--- src/rtl/branch_predict_unit_if.sv ---
// Fetch-prediction and branch-resolution signal bundle for branch_predict_unit.
// The master side drives PCs and resolution inputs; the slave side is the predictor.
interface branch_predict_unit_if #(
  parameter int unsigned XLEN = 32
);
  logic [XLEN-1:0] pred_pc;
  logic            pred_taken;
  logic            ready;
  logic            res_valid;
  logic [XLEN-1:0] res_pc;
  logic [XLEN-1:0] rs1_data;
  logic [XLEN-1:0] rs2_data;
  logic [2:0]      funct3;
  logic            branch_enable;
  logic            jump;
  logic            pred_was_taken;
  logic            branch_taken;
  logic            mispredict;
  logic [31:0]     branch_count;
  logic [31:0]     mispredict_count;

  modport master (
    output pred_pc, res_valid, res_pc, rs1_data, rs2_data, funct3,
           branch_enable, jump, pred_was_taken,
    input  pred_taken, ready, branch_taken, mispredict,
           branch_count, mispredict_count
  );

  modport slave (
    input  pred_pc, res_valid, res_pc, rs1_data, rs2_data, funct3,
           branch_enable, jump, pred_was_taken,
    output pred_taken, ready, branch_taken, mispredict,
           branch_count, mispredict_count
  );
endinterface

--- src/rtl/branch_predict_unit.sv ---
// Bimodal branch predictor: a table of 2-bit saturating counters indexed by PC,
// with after-reset init sweep, branch resolution, mispredict pulse and statistics.
module branch_predict_unit #(
  parameter int unsigned XLEN       = 32,
  parameter int unsigned BHT_DEPTH  = 64,
  parameter logic [1:0]  INIT_STATE = 2'b01
) (
  input logic                 clk,
  input logic                 rst,
  branch_predict_unit_if.slave bus
);
  localparam int unsigned IDX_W = $clog2(BHT_DEPTH);

  typedef enum logic {INIT, RUN} state_e;

  state_e           state_q, state_d;
  logic [IDX_W-1:0] sweep_q, sweep_d;
  logic             ready_q, ready_d;
  logic             mispredict_q, mispredict_d;
  logic [31:0]      bcnt_q, bcnt_d;
  logic [31:0]      mcnt_q, mcnt_d;

  logic [1:0]       bht [BHT_DEPTH];

  logic [XLEN-1:0]  rs1, rs2;
  logic [IDX_W-1:0] pred_idx, res_idx;
  logic             eq, lt_s, lt_u;
  logic             valid_br, taken, update;
  logic [1:0]       ctr_cur, ctr_next;

  assign rs1      = bus.rs1_data;
  assign rs2      = bus.rs2_data;
  assign pred_idx = bus.pred_pc[IDX_W+1:2];
  assign res_idx  = bus.res_pc[IDX_W+1:2];

  // Reads see the table before this cycle's update lands.
  assign bus.pred_taken       = ready_q & bht[pred_idx][1];
  assign bus.branch_taken     = taken;
  assign bus.ready            = ready_q;
  assign bus.mispredict       = mispredict_q;
  assign bus.branch_count     = bcnt_q;
  assign bus.mispredict_count = mcnt_q;

  always_comb begin
    eq       = (rs1 == rs2);
    lt_s     = ($signed(rs1) < $signed(rs2));
    lt_u     = (rs1 < rs2);
    valid_br = bus.branch_enable &
               (bus.funct3 inside {3'b000, 3'b001, 3'b100, 3'b101, 3'b110, 3'b111});
    taken    = 1'b0;
    if (bus.branch_enable) begin
      case (bus.funct3)
        3'b000:  taken = eq;
        3'b001:  taken = ~eq;
        3'b100:  taken = lt_s;
        3'b101:  taken = ~lt_s;
        3'b110:  taken = lt_u;
        3'b111:  taken = ~lt_u;
        default: taken = 1'b0;
      endcase
    end else if (bus.jump) begin
      taken = 1'b1;
    end

    update  = bus.res_valid & ready_q & valid_br;
    ctr_cur = bht[res_idx];
    if (taken) ctr_next = (ctr_cur == 2'b11) ? ctr_cur : ctr_cur + 2'd1;
    else       ctr_next = (ctr_cur == 2'b00) ? ctr_cur : ctr_cur - 2'd1;

    mispredict_d = bus.res_valid & ready_q &
                   (valid_br | (bus.jump & ~bus.branch_enable)) &
                   (taken != bus.pred_was_taken);

    state_d = state_q;
    sweep_d = sweep_q;
    if (state_q == INIT) begin
      sweep_d = sweep_q + 1'b1;
      if (sweep_q == IDX_W'(BHT_DEPTH - 1)) state_d = RUN;
    end
    ready_d = (state_d == RUN);

    bcnt_d = (update && bcnt_q != '1) ? bcnt_q + 32'd1 : bcnt_q;
    mcnt_d = (mispredict_d && mcnt_q != '1) ? mcnt_q + 32'd1 : mcnt_q;
  end

  always_ff @(posedge clk or posedge rst) begin
    if (rst) begin
      state_q      <= INIT;
      sweep_q      <= '0;
      ready_q      <= 1'b0;
      mispredict_q <= 1'b0;
      bcnt_q       <= '0;
      mcnt_q       <= '0;
    end else begin
      state_q      <= state_d;
      sweep_q      <= sweep_d;
      ready_q      <= ready_d;
      mispredict_q <= mispredict_d;
      bcnt_q       <= bcnt_d;
      mcnt_q       <= mcnt_d;
    end
  end

  // Table has no reset: contents are only defined once the sweep has run.
  always_ff @(posedge clk) begin
    if (state_q == INIT) bht[sweep_q] <= INIT_STATE;
    else if (update)     bht[res_idx] <= ctr_next;
  end
endmodule

--- src/flat_wrapper.sv ---
// flat-port wrapper written by rule: the top's interface ports become plain ports
module branch_predict_unit_flat 
#(
  parameter int unsigned XLEN       = 32,
  parameter int unsigned BHT_DEPTH  = 64,
  parameter logic [1:0]  INIT_STATE = 2'b01
)
  (clk, rst, bus_pred_pc, bus_res_valid, bus_res_pc, bus_rs1_data, bus_rs2_data, bus_funct3, bus_branch_enable, bus_jump, bus_pred_was_taken, bus_pred_taken, bus_ready, bus_branch_taken, bus_mispredict, bus_branch_count, bus_mispredict_count);
  branch_predict_unit_if #(.XLEN(XLEN)) bus_i ();
  input logic clk;
  input logic rst;
  input wire logic [$bits(bus_i.pred_pc)-1:0] bus_pred_pc;
  input wire logic [$bits(bus_i.res_valid)-1:0] bus_res_valid;
  input wire logic [$bits(bus_i.res_pc)-1:0] bus_res_pc;
  input wire logic [$bits(bus_i.rs1_data)-1:0] bus_rs1_data;
  input wire logic [$bits(bus_i.rs2_data)-1:0] bus_rs2_data;
  input wire logic [$bits(bus_i.funct3)-1:0] bus_funct3;
  input wire logic [$bits(bus_i.branch_enable)-1:0] bus_branch_enable;
  input wire logic [$bits(bus_i.jump)-1:0] bus_jump;
  input wire logic [$bits(bus_i.pred_was_taken)-1:0] bus_pred_was_taken;
  output wire logic [$bits(bus_i.pred_taken)-1:0] bus_pred_taken;
  output wire logic [$bits(bus_i.ready)-1:0] bus_ready;
  output wire logic [$bits(bus_i.branch_taken)-1:0] bus_branch_taken;
  output wire logic [$bits(bus_i.mispredict)-1:0] bus_mispredict;
  output wire logic [$bits(bus_i.branch_count)-1:0] bus_branch_count;
  output wire logic [$bits(bus_i.mispredict_count)-1:0] bus_mispredict_count;
  assign bus_i.pred_pc = bus_pred_pc;
  assign bus_i.res_valid = bus_res_valid;
  assign bus_i.res_pc = bus_res_pc;
  assign bus_i.rs1_data = bus_rs1_data;
  assign bus_i.rs2_data = bus_rs2_data;
  assign bus_i.funct3 = bus_funct3;
  assign bus_i.branch_enable = bus_branch_enable;
  assign bus_i.jump = bus_jump;
  assign bus_i.pred_was_taken = bus_pred_was_taken;
  assign bus_pred_taken = bus_i.pred_taken;
  assign bus_ready = bus_i.ready;
  assign bus_branch_taken = bus_i.branch_taken;
  assign bus_mispredict = bus_i.mispredict;
  assign bus_branch_count = bus_i.branch_count;
  assign bus_mispredict_count = bus_i.mispredict_count;
  branch_predict_unit #(.XLEN(XLEN), .BHT_DEPTH(BHT_DEPTH), .INIT_STATE(INIT_STATE)) u_core (.clk(clk), .rst(rst), .bus(bus_i));
endmodule
--- config.mk ---
export PLATFORM = sky130hd
export DESIGN_NAME = branch_predict_unit_flat
export DESIGN_NICKNAME = d
export VERILOG_FILES = /design/src/rtl/branch_predict_unit_if.sv /design/src/rtl/branch_predict_unit.sv /design/src/flat_wrapper.sv
export SDC_FILE = /design/constraint.sdc
export NUM_CORES = 1
export LEC_CHECK = 0
export CORE_MARGIN = 2
export CORE_UTILIZATION = 45
export CTS_CLUSTER_SIZE = 25
export DETAILED_ROUTE_END_ITERATION = 10
export DONT_BUFFER_PORTS = 1
export SYNTH_ARGS = -nofsm -noshare
export SYNTH_HDL_FRONTEND = slang
export SYNTH_SLANG_ARGS = --single-unit
--- constraint.sdc ---
create_clock -name clk -period 6.75 [get_ports clk]
set_input_delay 0.675 -clock clk [delete_from_list [all_inputs] [get_ports clk]]
set_output_delay 0.675 -clock clk [all_outputs]
set_load 0.005 [all_outputs]
==> results.py <==
metrics = {
    "outcome": {
        "status": "complete, no violations",
    },
    "floorplan": {
        "die_y_um": 155,
        "rows": 55,
        "core_area_um2": 22600,
        "die_w_um": 155,
        "initial_core_util_pct": 45.7,
        "dieArea_um2": 24100,
        "io_pins": 205,
    },
    "synth": {
        "synthAdderAreaFrac_pct": 4.25,
        "synth_nets": 958,
        "yosysSeqAreaShare_pct": 54.7,
        "synth-simple-area-share_pct": 15.0,
        "yosysTopAreaCell": "edfxtp_1",
        "synth.distinct_cells": 51,
        "synth_top_area_share_pct": 37.3,
        "avgSynthCellArea_um2": 13.1,
        "muxShareOfSynthArea_pct": 14.6,
        "synth_edf_count": 128,
        "synth-seq-cells": 200,
        "synth_xor_area_share_pct": 5.52,
        "synth_area_um2": 10300,
        "synth_compound_area_share_pct": 3.29,
        "synth_flop_cell": "edfxtp_1",
        "syn_inst": 786,
        "yosys_warnings": 0,
        "synth_area_leaders": "edfxtp_1, dfrtp_1, mux4_2",
        "async_reset_ff_share_pct": 36.0,
        "synth_top_family_by_area": "simple AND/OR/NAND/NOR gates",
    },
    "finish": {
        "multi_input_area_um2": 4420,
        "nets": 955,
        "syn_to_final_growth_pct": 8.60,
        "mostFrequentLayoutCells": "edfxtp_1, nor2_1, dfrtp_1, mux4_2, nand2_1",
        "n_antenna_cell": 0,
        "fill_cells": 1951,
        "drive_gt1_share_pct": 15.1,
        "seq_area_um2": 5650,
        "layout_commonest_cell": "edfxtp_1",
    },
    "power_and_ir_drop": {
        "p_per_area_nw_per_um2": 213,
        "switchingPower_mw": 0.546,
        "p_clk_share_pct": 42.7,
        "power.total_mw": 2.39,
        "internal-power_mw": 1.84,
        "irDropWorstVdd_uv": 139,
        "switching_share_pct": 22.9,
        "pwr-share-seq_pct": 54.0,
        "p_leak_nw": 3.93,
        "comb_power_share_pct": 3.3,
    },
    "clocking": {
        "cts_tree": "done",
        "holdBufCountCts": 0,
        "cts.sinks": 200,
        "clkTransAtPathRegs_ps": 80,
        "numCtsBuffers": 17,
        "clk_latency_ps": 440,
        "post_cts_resized": 0,
        "post_cts_buffers": 0,
        "ctsHtreeMaxLevel": 4,
        "cts-root-buf": "clkbuf_16",
        "cts_buffer_depth": 2,
    },
    "grt": {
        "grt_start_max_net_pins": 73,
        "antenna_found_initial": 0,
        "overflow": 0,
        "grt_pass1_wl_um": 36400,
        "grt_pass1_vias": 6696,
        "grt.total_usage_pct": 19.8,
    },
    "route": {
        "drc": 0,
        "viasPerCell": 5.98,
        "drtIter0Drc": 619,
        "antenna_left": 0,
        "wl_per_cell_um": 21.8,
        "vias": 6461,
        "drt_wl_total_um": 23500,
        "drtPass1Iterations": 5,
    },
    "placement": {
        "port_buffers": 0,
        "globalplace.congestion": 0.825,
        "detailed_place_hpwl_um": 16300,
    },
    "timing": {
        "worst_slew_pin_slew_ps": 1140,
        "fin_setup_tns_ps": 0,
        "max_freq_mhz": 250,
        "rsz0062_at_grt": "no",
        "setup_violations": 0,
        "finalCriticalPeriod_ps": 3990,
        "finClkSkew_ps": 15.4,
        "max_slew_margin_pct": 24.0,
        "hold_viol": 0,
        "fin_crit_sh_pct": 59.2,
        "slew_violations": 0,
    },
    "setup_path": {
        "r2r_cells": 8,
        "rr_startpoint": "u_core.bus.mispredict_count[2]",
        "cp_slowest_stage_delay_ps": 610,
        "arrival_ps": 4180,
        "r2r_end": "u_core.bus.mispredict_count[1]",
        "slowest_stage": "a22oi_2",
        "crit_type": "in2reg",
        "end_kind": "register",
        "worstPathCellList": "inv_1, ha_1, nand4_1, a2111oi_0, nor4_1, a211oi_2, mux2i_1, a21oi_1, or2_2, a22oi_2, buf_4",
        "crit_start": "bus_rs2_data[31]",
        "required_ps": 6930,
        "start_kind": "primary input",
        "cp_max_fo": 48,
        "ff2ff_setup_slack_ps": 2950,
    },
    "flow_run": {
        "drv_cap": 0,
    },
    "min_path": {
        "holdCritPathClass": "in2async",
    },
}
[stage by stage]
| stage | setup WS (ps) | utilization (%) | cell area [um^2] | instances | hold slack, ps |
|---|---|---|---|---|---|
| 2_1_floorplan | 1330 | - | 10300 | 786 | 477 |
| 3_3_place_gp | 2410 | 47.0 | 10600 | 1049 | 501 |
| 3_5_place_dp | 2230 | 47.0 | 10600 | 1049 | 504 |
| 4_1_cts | 2700 | 49.6 | 11200 | 1081 | 423 |
| 5_1_grt | 2210 | 49.6 | 11200 | 1081 | 470 |
| 6_report | 2760 | 49.6 | 11200 | 1081 | 389 |
[final cells by class]
type | count | share of cell area (%)
Sequential cell | 200 | 50.4
Timing Repair Buffer | 4 | 0.268
Multi-Input combinational cell | 518 | 39.4
Clock buffer | 19 | 3.95
Inverter | 42 | 1.41
Tap cell | 285 | 3.18
Clock inverter | 13 | 1.35
[flip-flops by register name, indices dropped and copies added (netlist names)]
| signal | flops |
|---|---|
| u_core.sweep_q | 6 |
| u_core.bus.mispredict | 1 |
| u_core.bus.branch_count | 32 |
| u_core.bht | 128 |
| u_core.state_q | 1 |
| u_core.bus.mispredict_count | 32 |
[worst max-delay path: cells and delay by family]
family	cells	cell delay, ps
AO/OA/AOI/OAI	4	1580
AND/OR/NAND/NOR	3	700
buffers and inverters	2	550
adder cells (fa/ha/maj)	1	340
multiplexers	1	320
[Yosys cell counts (6+ instances only)]
cell / instances
nand2_1: 54
ha_1: 35
and2_1: 7
a21o_1: 6
nand3_1: 34
edfxtp_1: 128
inv_1: 42
a21oi_1: 13
nand2b_1: 6
nand4_1: 33
nor3_1: 22
nor4_2: 6
buf_2: 6
nor2_1: 86
mux4_2: 62
xnor2_1: 26
dfrtp_1: 72
clkbuf_1: 17
and3_1: 12
o21ai_0: 11
and4_1: 7
xor2_1: 39
[worst max path at each step]
| stage | end | slack [ps] | cells past startpoint |
|---|---|---|---|
| 4_1_cts | u_core.bht[1][0] | 2700 | 11 |
| 6_report | u_core.bht[1][0] | 2760 | 11 |
| 5_1_grt | u_core.bht[1][0] | 2210 | 11 |
| 3_5_place_dp | u_core.bht[42][0] | 2230 | 11 |
| 3_3_place_gp | u_core.bht[42][0] | 2410 | 11 |
| 2_1_floorplan | u_core.bht[0][0] | 1330 | 9 |
[logic make-up after synthesis]
group                      count (synthesis)
buffers and inverters                     68
xor gates and xnor gates                  65
and+or+nand+nor                          295
DFF                                      200
muxes                                     72
adders and majority gates                 35
AOI/OAI and AO/OA                         51
[routing by layer]
layer / global-route usage (%) / share of wire, %
met1: 24.8 / 41
met2: 33.9 / 50
met3: 4.76 / 7.1
met4: 6.29 / 2.0
met5: 0 / 0
[power by group through the flow]
stage          sequential, mW  clock, mW  combinational [mW]
2_1_floorplan            1.32          0              0.0787
3_3_place_gp             1.32          0              0.0756
3_5_place_dp             1.32          0              0.0792
4_1_cts                  1.29       1.04              0.0797
5_1_grt                  1.29       1.09              0.0888
6_report                 1.29       1.02              0.0785
Power figures use the tool's default switching activity.
